### src/rtl/fifo_ctrl.sv
// rtl/fifo_ctrl.sv - FIFO controller driving a two-port RAM (port A write, port B read)
module fifo_ctrl #(
  parameter int AW           = 3,
  parameter int DW           = 4,
  parameter int ALMOST_FULL  = 6,
  parameter int ALMOST_EMPTY = 1
) (
  input  logic          clk,
  input  logic          reset_L,
  input  logic          push,
  input  logic [DW-1:0] data_in,
  input  logic          pop,
  output logic [DW-1:0] data_out,
  output logic          valid_out,
  output logic          full,
  output logic          empty,
  output logic          almost_full,
  output logic          almost_empty,
  output logic [AW:0]   count,
  output logic          overflow,
  output logic          underflow,
  output logic [AW-1:0] mem_addr_a,
  output logic          mem_rw_a,
  output logic [DW-1:0] mem_din_a,
  output logic [AW-1:0] mem_addr_b,
  output logic          mem_rw_b,
  input  logic [DW-1:0] mem_dout_b
);

  localparam logic [AW:0] DEPTH = (AW+1)'(1 << AW);
  localparam logic [AW:0] AF_TH = (AW+1)'(ALMOST_FULL);
  localparam logic [AW:0] AE_TH = (AW+1)'(ALMOST_EMPTY);
  localparam logic [AW:0] ONE   = (AW+1)'(1);

  logic [AW:0] wr_ptr_q, wr_ptr_d;
  logic [AW:0] rd_ptr_q, rd_ptr_d;
  logic        valid_q, valid_d;
  logic        overflow_q, overflow_d;
  logic        underflow_q, underflow_d;
  logic        push_ok, pop_ok;

  // Extra wrap bit lets count reach DEPTH without ambiguity against empty.
  assign count        = wr_ptr_q - rd_ptr_q;
  assign full         = (count == DEPTH);
  assign empty        = (count == '0);
  assign almost_full  = (count >= AF_TH);
  assign almost_empty = (count <= AE_TH);

  assign push_ok = push & ~full;
  assign pop_ok  = pop & ~empty;

  assign mem_addr_a = wr_ptr_q[AW-1:0];
  assign mem_rw_a   = push_ok;
  assign mem_din_a  = data_in;
  assign mem_addr_b = rd_ptr_q[AW-1:0];
  assign mem_rw_b   = 1'b0;

  // The RAM registers port B every edge, so its output lines up with valid_q.
  assign data_out  = mem_dout_b;
  assign valid_out = valid_q;
  assign overflow  = overflow_q;
  assign underflow = underflow_q;

  always_comb begin
    wr_ptr_d    = wr_ptr_q;
    rd_ptr_d    = rd_ptr_q;
    valid_d     = pop_ok;
    overflow_d  = overflow_q | (push & full);
    underflow_d = underflow_q | (pop & empty);
    if (push_ok) wr_ptr_d = wr_ptr_q + ONE;
    if (pop_ok)  rd_ptr_d = rd_ptr_q + ONE;
  end

  always_ff @(posedge clk or negedge reset_L) begin
    if (!reset_L) begin
      wr_ptr_q    <= '0;
      rd_ptr_q    <= '0;
      valid_q     <= 1'b0;
      overflow_q  <= 1'b0;
      underflow_q <= 1'b0;
    end else begin
      wr_ptr_q    <= wr_ptr_d;
      rd_ptr_q    <= rd_ptr_d;
      valid_q     <= valid_d;
      overflow_q  <= overflow_d;
      underflow_q <= underflow_d;
    end
  end

endmodule

### config.mk
export PLATFORM = sky130hd
export DESIGN_NAME = fifo_ctrl
export DESIGN_NICKNAME = d
export VERILOG_FILES = /design/src/rtl/fifo_ctrl.sv
export SDC_FILE = /design/constraint.sdc
export NUM_CORES = 1
export LEC_CHECK = 0
export CORE_ASPECT_RATIO = 0.8
export CORE_MARGIN = 5
export CORE_UTILIZATION = 39
export CTS_CLUSTER_DIAMETER = 120
export DETAILED_ROUTE_END_ITERATION = 12
export GPL_TIMING_DRIVEN = 0
export PLACE_DENSITY = 0.78
export SYNTH_ARGS = -nofsm -noshare
export SYNTH_HDL_FRONTEND = slang
export SYNTH_SLANG_ARGS = --single-unit
### constraint.sdc
create_clock -name clk -period 2.44 [get_ports clk]
set_input_delay 0.244 -clock clk [delete_from_list [all_inputs] [get_ports clk]]
set_output_delay 0.244 -clock clk [all_outputs]
set_load 0.02 [all_outputs]
Yosys cells after proc, flatten, opt, wreduce, memory -nomap -nowiden --
Cells that the tools add are included.
Word-level totals: register bits after elaboration 11, input port bits 12, logic and storage cells 20, output and inout port bits 27
Operators by class: $add $sub $neg 3, reductions and logical operators 1, $lt $le $gt $ge 2, bitwise gates (word level) 8, equality and inequality tests 1
Operators with widths (number):
- $add 4x1->4 const B | 2
- $and 1x1->1 | 4
- $eq 4x4->1 const B | 1
- $ge 4x3->1 const B | 1
- $le 4x1->1 const B | 1
- $logic_not 4->1 | 1
- $sub 4x4->4 | 1
- $not 1->1 | 2
- $or 1x1->1 | 2

Depth between registers and ports, before layout --
depth in word-level cells 4, depth in mapped cells 8, depth with buffers taken out 8

Least setup slack after synthesis --
OpenSTA, ideal clock, no wires.
path kind reg2out, start register wr_ptr_q[0], end output port almost_empty, buffers on the path 0, data arrival time 2095 ps, slack 101 ps, required time 2196 ps, stages on the path, launching flop included 7, cells stage by stage dfrtp_1 inv_1 ha_1 fa_1 xor2_1 inv_1 nor3_1
On the way: longest elaborated chain between the ends 2
Ends and longest elaborated chain:
- start: declaration | line 35 | logic [AW:0] wr_ptr_q, wr_ptr_d;
- start signal: assignment | line 82 | wr_ptr_q <= wr_ptr_d;
- $sub 4x4->4 | line 43 | assign count = wr_ptr_q - rd_ptr_q;
- net count[2] | line 19 | output logic [AW:0] count,
- $le 4x1->1 | line 47 | assign almost_empty = (count <= AE_TH);
- end: declaration | line 18 | output logic almost_empty,
The timed path passes the listed nets, and every way through them passes these cells.

Worst setup path after layout --
start register rd_ptr_q[0], end output port full
On the way: longest elaborated chain between the ends 2
Ends and longest elaborated chain:
- start: declaration | line 36 | logic [AW:0] rd_ptr_q, rd_ptr_d;
- start signal: assignment | line 83 | rd_ptr_q <= rd_ptr_d;
- $sub 4x4->4 | line 43
- $eq 4x4->1 | line 44 | assign full = (count == DEPTH);
- end: declaration | line 15 | output logic full,
Every way passes these cells.

==> flow_results.xml <==
<?xml version="1.0" encoding="UTF-8"?>
<metrics>
  <group name="run_status">
    <metric name="status" unit="">complete, no violations</metric>
  </group>
  <group name="synth">
    <metric name="postSynthAreaPerCell" unit="um^2">10.2</metric>
    <metric name="synth-simple-area-share" unit="">0.0794</metric>
    <metric name="synth_seq_cells" unit="">11</metric>
    <metric name="synthDistinctLibCells" unit="">25</metric>
    <metric name="synth_cells" unit="">77</metric>
    <metric name="syn-cell-area" unit="um^2">788</metric>
    <metric name="synth_largest_type_area_fraction" unit="">0.349</metric>
    <metric name="yosys-mux-area-fraction" unit="">0.0333</metric>
    <metric name="post_synth_fa_ha_maj_area_fraction" unit="">0.105</metric>
    <metric name="synth.area.top_cells" unit="">dfrtp_1, buf_4, ha_1, xnor2_1, inv_1</metric>
    <metric name="synth_top_family_by_area" unit="">buffers and inverters</metric>
    <metric name="yosys.area_share.xor_xnor" unit="">0.110</metric>
    <metric name="yosysSeqAreaShare" unit="">0.349</metric>
    <metric name="yosys.area.top_type" unit="">dfrtp_1</metric>
    <metric name="mappedNetlistNets" unit="">95</metric>
    <metric name="yosys_warnings" unit="">0</metric>
    <metric name="share_of_the_synthesized_area_in_compound_gates_ao_oa_aoi_oai" unit="">0.125</metric>
  </group>
  <group name="global_route">
    <metric name="overflow" unit="">0</metric>
    <metric name="first_global_vias" unit="">698</metric>
    <metric name="grt_pass1_wl" unit="um">3030</metric>
    <metric name="grt_max_degree" unit="">12</metric>
    <metric name="grt_antenna_before_repair" unit="">0</metric>
    <metric name="grt_usage" unit="">0.133</metric>
  </group>
  <group name="sta">
    <metric name="min_period_over_period" unit="">0.977</metric>
    <metric name="period_minus_slack" unit="ps">2380</metric>
    <metric name="final_setup_margin" unit="ps">55.3</metric>
    <metric name="timing.max_slew.rel_slack" unit="">0.663</metric>
    <metric name="worst_pin_slew" unit="ps">504</metric>
    <metric name="clock-skew-final" unit="ps">0.473</metric>
    <metric name="timing_max_transition_violations_final" unit="">0</metric>
    <metric name="achievable-frequency" unit="GHz">0.419</metric>
    <metric name="report.final.setup_viol" unit="">0</metric>
    <metric name="timing.final.hold_violations" unit="">0</metric>
  </group>
  <group name="clock_tree">
    <metric name="ctsLongestPathBuffers" unit="">2</metric>
    <metric name="clock_latency" unit="ps">270</metric>
    <metric name="cts_sinks" unit="">11</metric>
    <metric name="cts_made_buffers" unit="">3</metric>
    <metric name="clock_tree.root_cell" unit="">clkbuf_4</metric>
    <metric name="clock_tree_from_tritoncts" unit="">yes</metric>
    <metric name="clk_pin_slew" unit="ps">70</metric>
    <metric name="cts_h_tree_depth" unit="">1</metric>
  </group>
  <group name="placed_design">
    <metric name="dpl_cell_area" unit="um^2">1110</metric>
    <metric name="pre_cts_ws" unit="ps">-247</metric>
    <metric name="place.gp.congestion" unit="">0.725</metric>
    <metric name="place.detailed.hpwl" unit="um">1350</metric>
    <metric name="port_buffers" unit="">29</metric>
  </group>
  <group name="worst_setup_path">
    <metric name="reg2reg_setup_slack" unit="ps">290</metric>
    <metric name="critical_path.startpoint" unit="">rd_ptr_q[0]</metric>
    <metric name="timing.critical_path.arrival" unit="ps">2140</metric>
    <metric name="reg2reg_depth" unit="">7</metric>
    <metric name="rr_startpoint" unit="">rd_ptr_q[0]</metric>
    <metric name="cp.required" unit="ps">2200</metric>
    <metric name="critPathCaptureType" unit="">output pin</metric>
    <metric name="path_max_fanout" unit="">7</metric>
    <metric name="worst_setup_path_endpoint" unit="">full</metric>
    <metric name="setup.worst_path.class" unit="">reg2out</metric>
    <metric name="worstSetupStartpointType" unit="">flop</metric>
    <metric name="regToRegEndpoint" unit="">rd_ptr_q[1]</metric>
  </group>
  <group name="floorplanning">
    <metric name="die_w" unit="um">60.3</metric>
    <metric name="rows" unit="">14</metric>
    <metric name="floorplan_die_area" unit="um^2">3030</metric>
    <metric name="io-pin-count" unit="">39</metric>
    <metric name="initial_utilization" unit="">0.413</metric>
    <metric name="vertical_extent_of_the_die" unit="um">50.2</metric>
    <metric name="core_area" unit="um^2">1910</metric>
  </group>
  <group name="route">
    <metric name="remaining_drc_errors" unit="">0</metric>
    <metric name="drc_marker_count_from_the_first_detailed_route_iteration" unit="">15</metric>
    <metric name="routed_wire_length_per_instance" unit="um">13.6</metric>
    <metric name="post_route_wl" unit="um">1930</metric>
    <metric name="ant_nets" unit="">0</metric>
    <metric name="detail_route.first_pass.iterations" unit="">4</metric>
    <metric name="detail_route.vias_per_cell" unit="">4.76</metric>
    <metric name="route.vias.total" unit="">676</metric>
  </group>
  <group name="layout">
    <metric name="finish.net_count" unit="">137</metric>
    <metric name="layout_commonest_cell" unit="">buf_4</metric>
    <metric name="antenna_cells_inserted" unit="">0</metric>
    <metric name="fin_util" unit="">0.649</metric>
    <metric name="post-route-cell-area" unit="um^2">1240</metric>
    <metric name="most-common-layout-cells" unit="">buf_4, clkdlybuf4s50_1, inv_1, dfrtp_1, xnor2_1</metric>
    <metric name="syn2layout_area_growth" unit="%">57.1</metric>
    <metric name="fill_cells" unit="">151</metric>
    <metric name="proportion_of_layout_cells_with_a_drive_suffix_above_1" unit="">0.373</metric>
  </group>
  <group name="min_path">
    <metric name="holdCritPathClass" unit="">in2async</metric>
  </group>
  <group name="flow_run">
    <metric name="max_cap_viols" unit="">0</metric>
  </group>
</metrics>
critical path: stages, from the launching register on:
cell     delay (ps)
dfrtp_2         440
ha_2            210
fa_2            390
xor2_4          240
nand3_4         110
buf_4           180
nor2_1          120
buf_2           180
metrics by stage:
step	hold slack, ps	TNS, ps	instances
2_1_floorplan	-51.6	0	77
3_3_place_gp	443	-791	130
3_5_place_dp	451	-838	130
4_1_cts	329	-186	136
5_1_grt	342	-65.8	142
6_report	301	0	142
layout make-up:
type                            count  area (um^2)  area share
Buffer                             15          113      0.0909
Clock buffer                        4         26.3      0.0212
Inverter                           10         40.0      0.0323
Multi-Input combinational cell     41          427       0.344
Sequential cell                    11          278       0.224
Tap cell                           24         30.0      0.0242
Timing Repair Buffer               37          325       0.263
flip-flops by register name (all words and copies together) (netlist names):
name	flops
wr_ptr_q	4
rd_ptr_q	4
valid_out	1
underflow	1
overflow	1
worst min-delay path by stage:
stage | to | slack, ps | cells after the start
floorplan | overflow | -50 | 0
global placement | overflow | 440 | 1
detailed placement | underflow | 450 | 1
CTS | overflow | 330 | 1
global route | valid_out | 340 | 1
finish | valid_out | 300 | 1
synthesized netlist by cell type:
master     n
a21o_1     2
o21ai_4    1
nor3_1     3
mux2_1     1
nand4_1    2
ha_1       5
o21ai_2    2
and3_1     1
conb_1     1
nand2_1    1
inv_4      1
mux2_4     1
nand3_4    1
buf_4     15
nor2_1     2
xor2_1     2
xnor2_2    1
xnor2_1    6
fa_1       1
o211ai_1   2
dfrtp_1   11
a21oi_1    3
inv_1      9
o31ai_1    2
o21ai_0    1
layer usage:
metal  GRT usage  part of all wire  vias up
met5           0                 0        -
met2       0.203              0.48       29
met4      0.0443             0.013        0
met3      0.0462             0.096        3
li1            -                 -      323
met1       0.176              0.41      321
cells by family (layout without fill, tap and decap cells):
kind of cell / after synthesis / count (layout)
compound gates: 13 / 13
mux: 2 / 2
other cells: 1 / 1
xor+xnor: 9 / 9
fa+ha+maj: 6 / 6
buf+inv: 25 / 66
simple gates: 10 / 10
flops: 11 / 11
timing repair:
item	4_1_cts	5_1_grt
resized for setup	22	9
hold buffers	0	0
buffers inserted	2	6
endpoints found under the setup margin	8	6
endpoints found under the hold margin	0	0
gates cloned	0	0
pin swaps	2	3
Power is left out: the tool's default activity adds up to more than one toggle a clock period on the data nets, which glitch-free logic cannot reach.
==> RTL change 1, RTL diff (same flow settings) <==
Change the parameter `ALMOST_FULL` from 6 to 3.
--- a/src/rtl/fifo_ctrl.sv
+++ b/src/rtl/fifo_ctrl.sv
@@ -4,3 +4,3 @@
   parameter int DW           = 4,
-  parameter int ALMOST_FULL  = 6,
+  parameter int ALMOST_FULL  = 3,
   parameter int ALMOST_EMPTY = 1
Check against the original RTL: not equivalent (Yosys sat finds a counterexample within 4 cycles, from zero or initial values and one cycle with reset_L low).
==> RTL change 1 against the unedited design <==
Critical endpoint is now mem_rw_a. Setup slack got worse by 0.097 ns. Sequential cell count did not move. Routed wire length rose by 2.4%. Critical path depth rose by 2. Cell area rose by 0.40%. Highest routed layer unchanged. Synthesized area rose by 2.9%. The flow now finishes with violations (negative setup slack). Fmax fell by 3.9%. Critical path type unchanged. Core utilization fell by 0.33 points.
Power is left out: the tool's default activity adds up to more than one toggle a clock period on the data nets, which glitch-free logic cannot reach.
==> RTL change 1: results (changes against the unedited design) <==
Parameter                              Value

Finish
  Total of fill cells in the finished design    157 (+4.0%)
  Share of post-route cells with drive strength above 1    0.410 (+0.0374)
  Final layout net count    136 (-0.73%)

Run status
  Run status    finished with violations
  Violated checks    negative setup slack

Critical path
  Worst Setup Start Kind    flop
  Cells on worst reg2reg path    9 (+2)
  Critical-path maximum fanout    5 (-2)
  Launching point of the worst reg2reg path    wr_ptr_q[0]
  Arrival time of data at the critical path endpoint    2.24 ns (+0.10 ns)
  Biggest cell delay along the critical path    0.39 ns (-0.05 ns)
  Cell with the largest stage delay on the worst path    dfrtp_1

Synth
  Top cells by count, synth    buf_4, dfrtp_1, inv_1
  Mux contribution to synthesized area    0.0324 (-0.000926)
  Synth Warn #    0 (unchanged)
  Synthesized-area fraction occupied by xor and xnor cells    0.130 (+0.0201)
  Top post-synthesis cells by area    dfrtp_1, buf_4, ha_1, xnor2_1, o21ai_4
  Number of instances in the synthesized netlist    77 (unchanged)
  Post-synthesis cell type count    26 (+4.0%)
  FFs w/ async S/R, synth    1.00 (unchanged)
  Post-Synthesis Net Count    95 (unchanged)
  Most used flip-flop cell after synthesis    dfrtp_1
  Sequential share of the synthesized area    0.340 (-0.00970)
  Post-synthesis share of cell area spent on full adders, half adders and majority gates    0.102 (-0.00291)
  Compound-Gate Fraction of Synth Area    0.120 (-0.00503)

STA
  Final number of setup-violating endpoints    1 (+1)
  Worst clock skew    0.00406 ns (+0.00358 ns)
  Max Slew Vio Count    0 (unchanged)
  Transition time of the tightest slew-check pin    0.527 ns (+0.0238 ns)
  Setup slack after layout    -0.0418 ns (-0.0970 ns)

Global route
  Initial antenna violation count    0 (unchanged)
  Global-route wire length before repair    2930 um (-3.2%)
  Largest net degree at the start of global routing    12 (unchanged)
  Via count of the first global-routing pass    664 (-4.9%)
  GRT Util Overall    0.128 (-0.00567)

Clock tree
  Clock transition at the register clock pins on the worst setup and hold paths after CTS    0.07 ns (about the same)
  Htree depth    1 (unchanged)
  Worst-case clock buffer depth    2 (unchanged)
  TritonCTS Buffers    3 (unchanged)
  Cell at the root of the clock tree    clkbuf_4

Drt
  Total Wirelength    1980 um (+2.4%)
  Average routed wire per standard cell    14.0 um (+3.2%)
  Drt first-iter violations    16 (+1)
  Via count    654 (-3.3%)
  Iteration count of the initial detailed-routing pass    6 (+2)

Placed design
  Final weighted congestion in routability-driven placement    0.840 (+16%)
  HPWL reported at the end of detailed placement    1490 um (+10%)
  # placed instances    130 (unchanged)
  Cell area after placement    1130 um^2 (+2.0%)
  Count of input and output buffers    29 (unchanged)
RTL change 1: critical path, delay by kind of cell, from the launching register on:
family | cells | cell delay, ns
fa+ha+maj | 2 | 0.57
flops | 1 | 0.39
simple gates | 1 | 0.39
buf+inv | 4 | 0.27
xor+xnor | 1 | 0.18
compound gates | 1 | 0.16
RTL change 1: path summary, 6_finish.rpt:
check | end | slack (ns)
setup reg to reg | rd_ptr_q[1] | 0.03
min in group clk | overflow | 0.46
setup / recovery | mem_rw_a | -0.04
hold reg to reg | overflow | 0.46
hold / removal | rd_ptr_q[3] | 0.32
max in group asynchronous | valid_out | 1.77
RTL change 1: metal layers:
layer / up-vias / wire, um / global-route usage
met5: - / 0 / 0
met4: 0 / 9 / 0.0433
met3: 2 / 149 / 0.0333
met2: 25 / 974 / 0.226
met1: 307 / 847 / 0.146
li1: 320 / - / -
RTL change 1: logic make-up (layout without fill, tap and decap cells):
kind of cell / Yosys count / count (layout)
compound gates: 12 / 12
buf+inv: 24 / 64
flops: 11 / 11
simple gates: 12 / 12
other cells: 1 / 1
mux: 2 / 2
xor+xnor: 9 / 9
fa+ha+maj: 6 / 6
RTL change 1: layout make-up:
cell class                      instances  area (um^2)  area share
Buffer                                 15          113      0.0905
Clock buffer                            4         26.3      0.0211
Inverter                                8         32.5      0.0262
Multi-Input combinational cell         42          420       0.338
Sequential cell                        11          275       0.221
Tap cell                               24         30.0      0.0241
Timing Repair Buffer                   37          347       0.279
RTL change 1: repair_timing:
item / in CTS / in global routing
resized for setup: 25 / 15
setup endpoints to repair: 8 / 8
pin swaps: 1 / 4
setup buffers: 5 / 3
RTL change 1: stage by stage:
step                      worst slack [ns]   util  setup TNS, ns
final                              -0.0418  0.645        -0.0418
after global routing                -0.124  0.645         -0.338
after CTS                          -0.0548  0.623         -0.162
after detailed placement            -0.343  0.587          -1.11
after global placement              -0.288  0.587         -0.926
after floorplan                     0.0646      -              0
==> RTL change 2, RTL diff (config.mk and constraints unchanged) <==
Made on the original files. Make the reset (`reset_L`) synchronous in one clocked block.
--- a/src/rtl/fifo_ctrl.sv
+++ b/src/rtl/fifo_ctrl.sv
@@ -73,3 +73,3 @@
 
-  always_ff @(posedge clk or negedge reset_L) begin
+  always_ff @(posedge clk) begin
     if (!reset_L) begin
Behaviour: differs if reset_L is asserted again (counterexample within 4 cycles, from zero or initial values and one cycle with reset_L low); with reset_L held inactive, the same outputs for 10 cycles.
==> RTL change 2 against the unedited design <==
Setup slack improved by 0.061 ns. Cell area decreased by 2.3%. Routed wire length rose by 6.0%. Global-route usage increased by 1.1 points. Final cell count increased by 7.7%. Sequential cell count did not move. Synthesized area is 4.6% higher. Critical path type unchanged. Highest routed layer is now met3.
==> RTL change 2: results (changes against the unedited design) <==
Parameter                              Value

Placed design
  HPWL reported at the end of detailed placement    1650 um (+22%)
  # placed instances    147 (+13%)
  Setup slack after placement    -0.309 ns (-0.0625 ns)
  Cell area after placement    1140 um^2 (+3.3%)
  Final weighted congestion in routability-driven placement    0.740 (+2.0%)

Synth
  Post-synthesis cell type count    29 (+16%)
  Top post-synthesis cells by area    dfxtp_1, buf_4, ha_1, mux2i_1, nand2_1
  Sequential share of the synthesized area    0.267 (-0.0821)
  Post-Synthesis Net Count    112 (+18%)
  FFs w/ async S/R, synth    0 (-1.00)
  Top cells by count, synth    buf_4, dfxtp_1, nand2_1
  Avg Synthesized Cell Area    8.77 um^2 (-14%)
  Library cell occupying the most area in the post-synthesis netlist    dfxtp_1

Critical path
  R2r setup slk    0.36 ns (+0.07 ns)
  Biggest cell delay along the critical path    0.37 ns (-0.07 ns)
  Cell with the largest stage delay on the worst path    dfxtp_2

Finish
  Share of post-route cells with drive strength above 1    0.318 (-0.0551)
  Diodes inserted    0 (unchanged)
  Total of fill cells in the finished design    180 (+19%)
  Synthesis-to-finish area growth    46.7%

Worst hold path
  Path category of the worst min-delay check    flop to flop

Drt
  Average routed wire per standard cell    13.4 um (-1.6%)
  Total Wirelength    2050 um (+6.0%)

Global route
  GRT Util Overall    0.145 (+0.0113)
  Largest net degree at the start of global routing    11 (-1)
  Global-route wire length before repair    3350 um (+10%)
  Initial antenna violation count    0 (unchanged)

STA
  Highest Clock Rate    0.430 GHz (+2.6%)
  Worst clock skew    0.00225 ns (+0.00177 ns)

Clock tree
  Resize count post-CTS    24 (+9.1%)

Run status
  Run status    completed
[RTL change 2: cell count changes after synthesis, moves of 2 or more]
cell      unedited run  this run
o31ai_1              2         0
a31oi_1              0         2
nor2_1               2         5
dfxtp_1              0        11
nand2b_1             0         2
xnor2_1              6         2
or3_1                0         2
o21ai_2              2         0
a21o_1               2         0
dfrtp_1             11         0
mux2i_1              0         6
nand2_1              1        11
[RTL change 2: worst paths after layout]
| path | cells past startpoint | start | endpoint |
|---|---|---|---|
| min | 2 | underflow | underflow |
| max | 7 | wr_ptr_q[0] | mem_rw_a |
| min reg2reg | 2 | underflow | underflow |
| max reg2reg | 8 | wr_ptr_q[0] | wr_ptr_q[3] |
[RTL change 2: kinds of logic after synthesis]
kind of cell	synth area share
other	0.00455
adder cells (fa/ha/maj)	0.100
flip-flops	0.267
XOR/XNOR	0.0713
multiplexers	0.0728
buffers and inverters	0.185
AO/OA/AOI/OAI	0.143
AND/OR/NAND/NOR	0.156
[RTL change 2: final cells by class]
class	count	share of cell area
inverters	9	0.0300
clock buffers	4	0.0217
well taps	24	0.0248
repair buffers	31	0.234
flip-flops and latches	11	0.185
plain buffers	16	0.0962
multi-input cells	58	0.408
[RTL change 2: worst register-to-register path: cells and delay by family (launching register included)]
family / cells / cell delay, ns
AND/OR/NAND/NOR: 2 / 0.52
flip-flops: 1 / 0.37
XOR/XNOR: 1 / 0.17
buffers and inverters: 2 / 0.22
AO/OA/AOI/OAI: 1 / 0.16
adder cells (fa/ha/maj): 2 / 0.56
[RTL change 2: per-layer routing]
metal  vias up  wire, um  GRT usage
li1        369         -          -
met1       342       871      0.171
met3         0       171     0.0554
met2        31      1010      0.241
met4         0         0     0.0424
met5         -         0          0
[RTL change 2: power by group]
part	internal (uW)	switching, uW
clock	63.4	66.9
combinational	630	883
sequential	236	57.2
total	929	1010
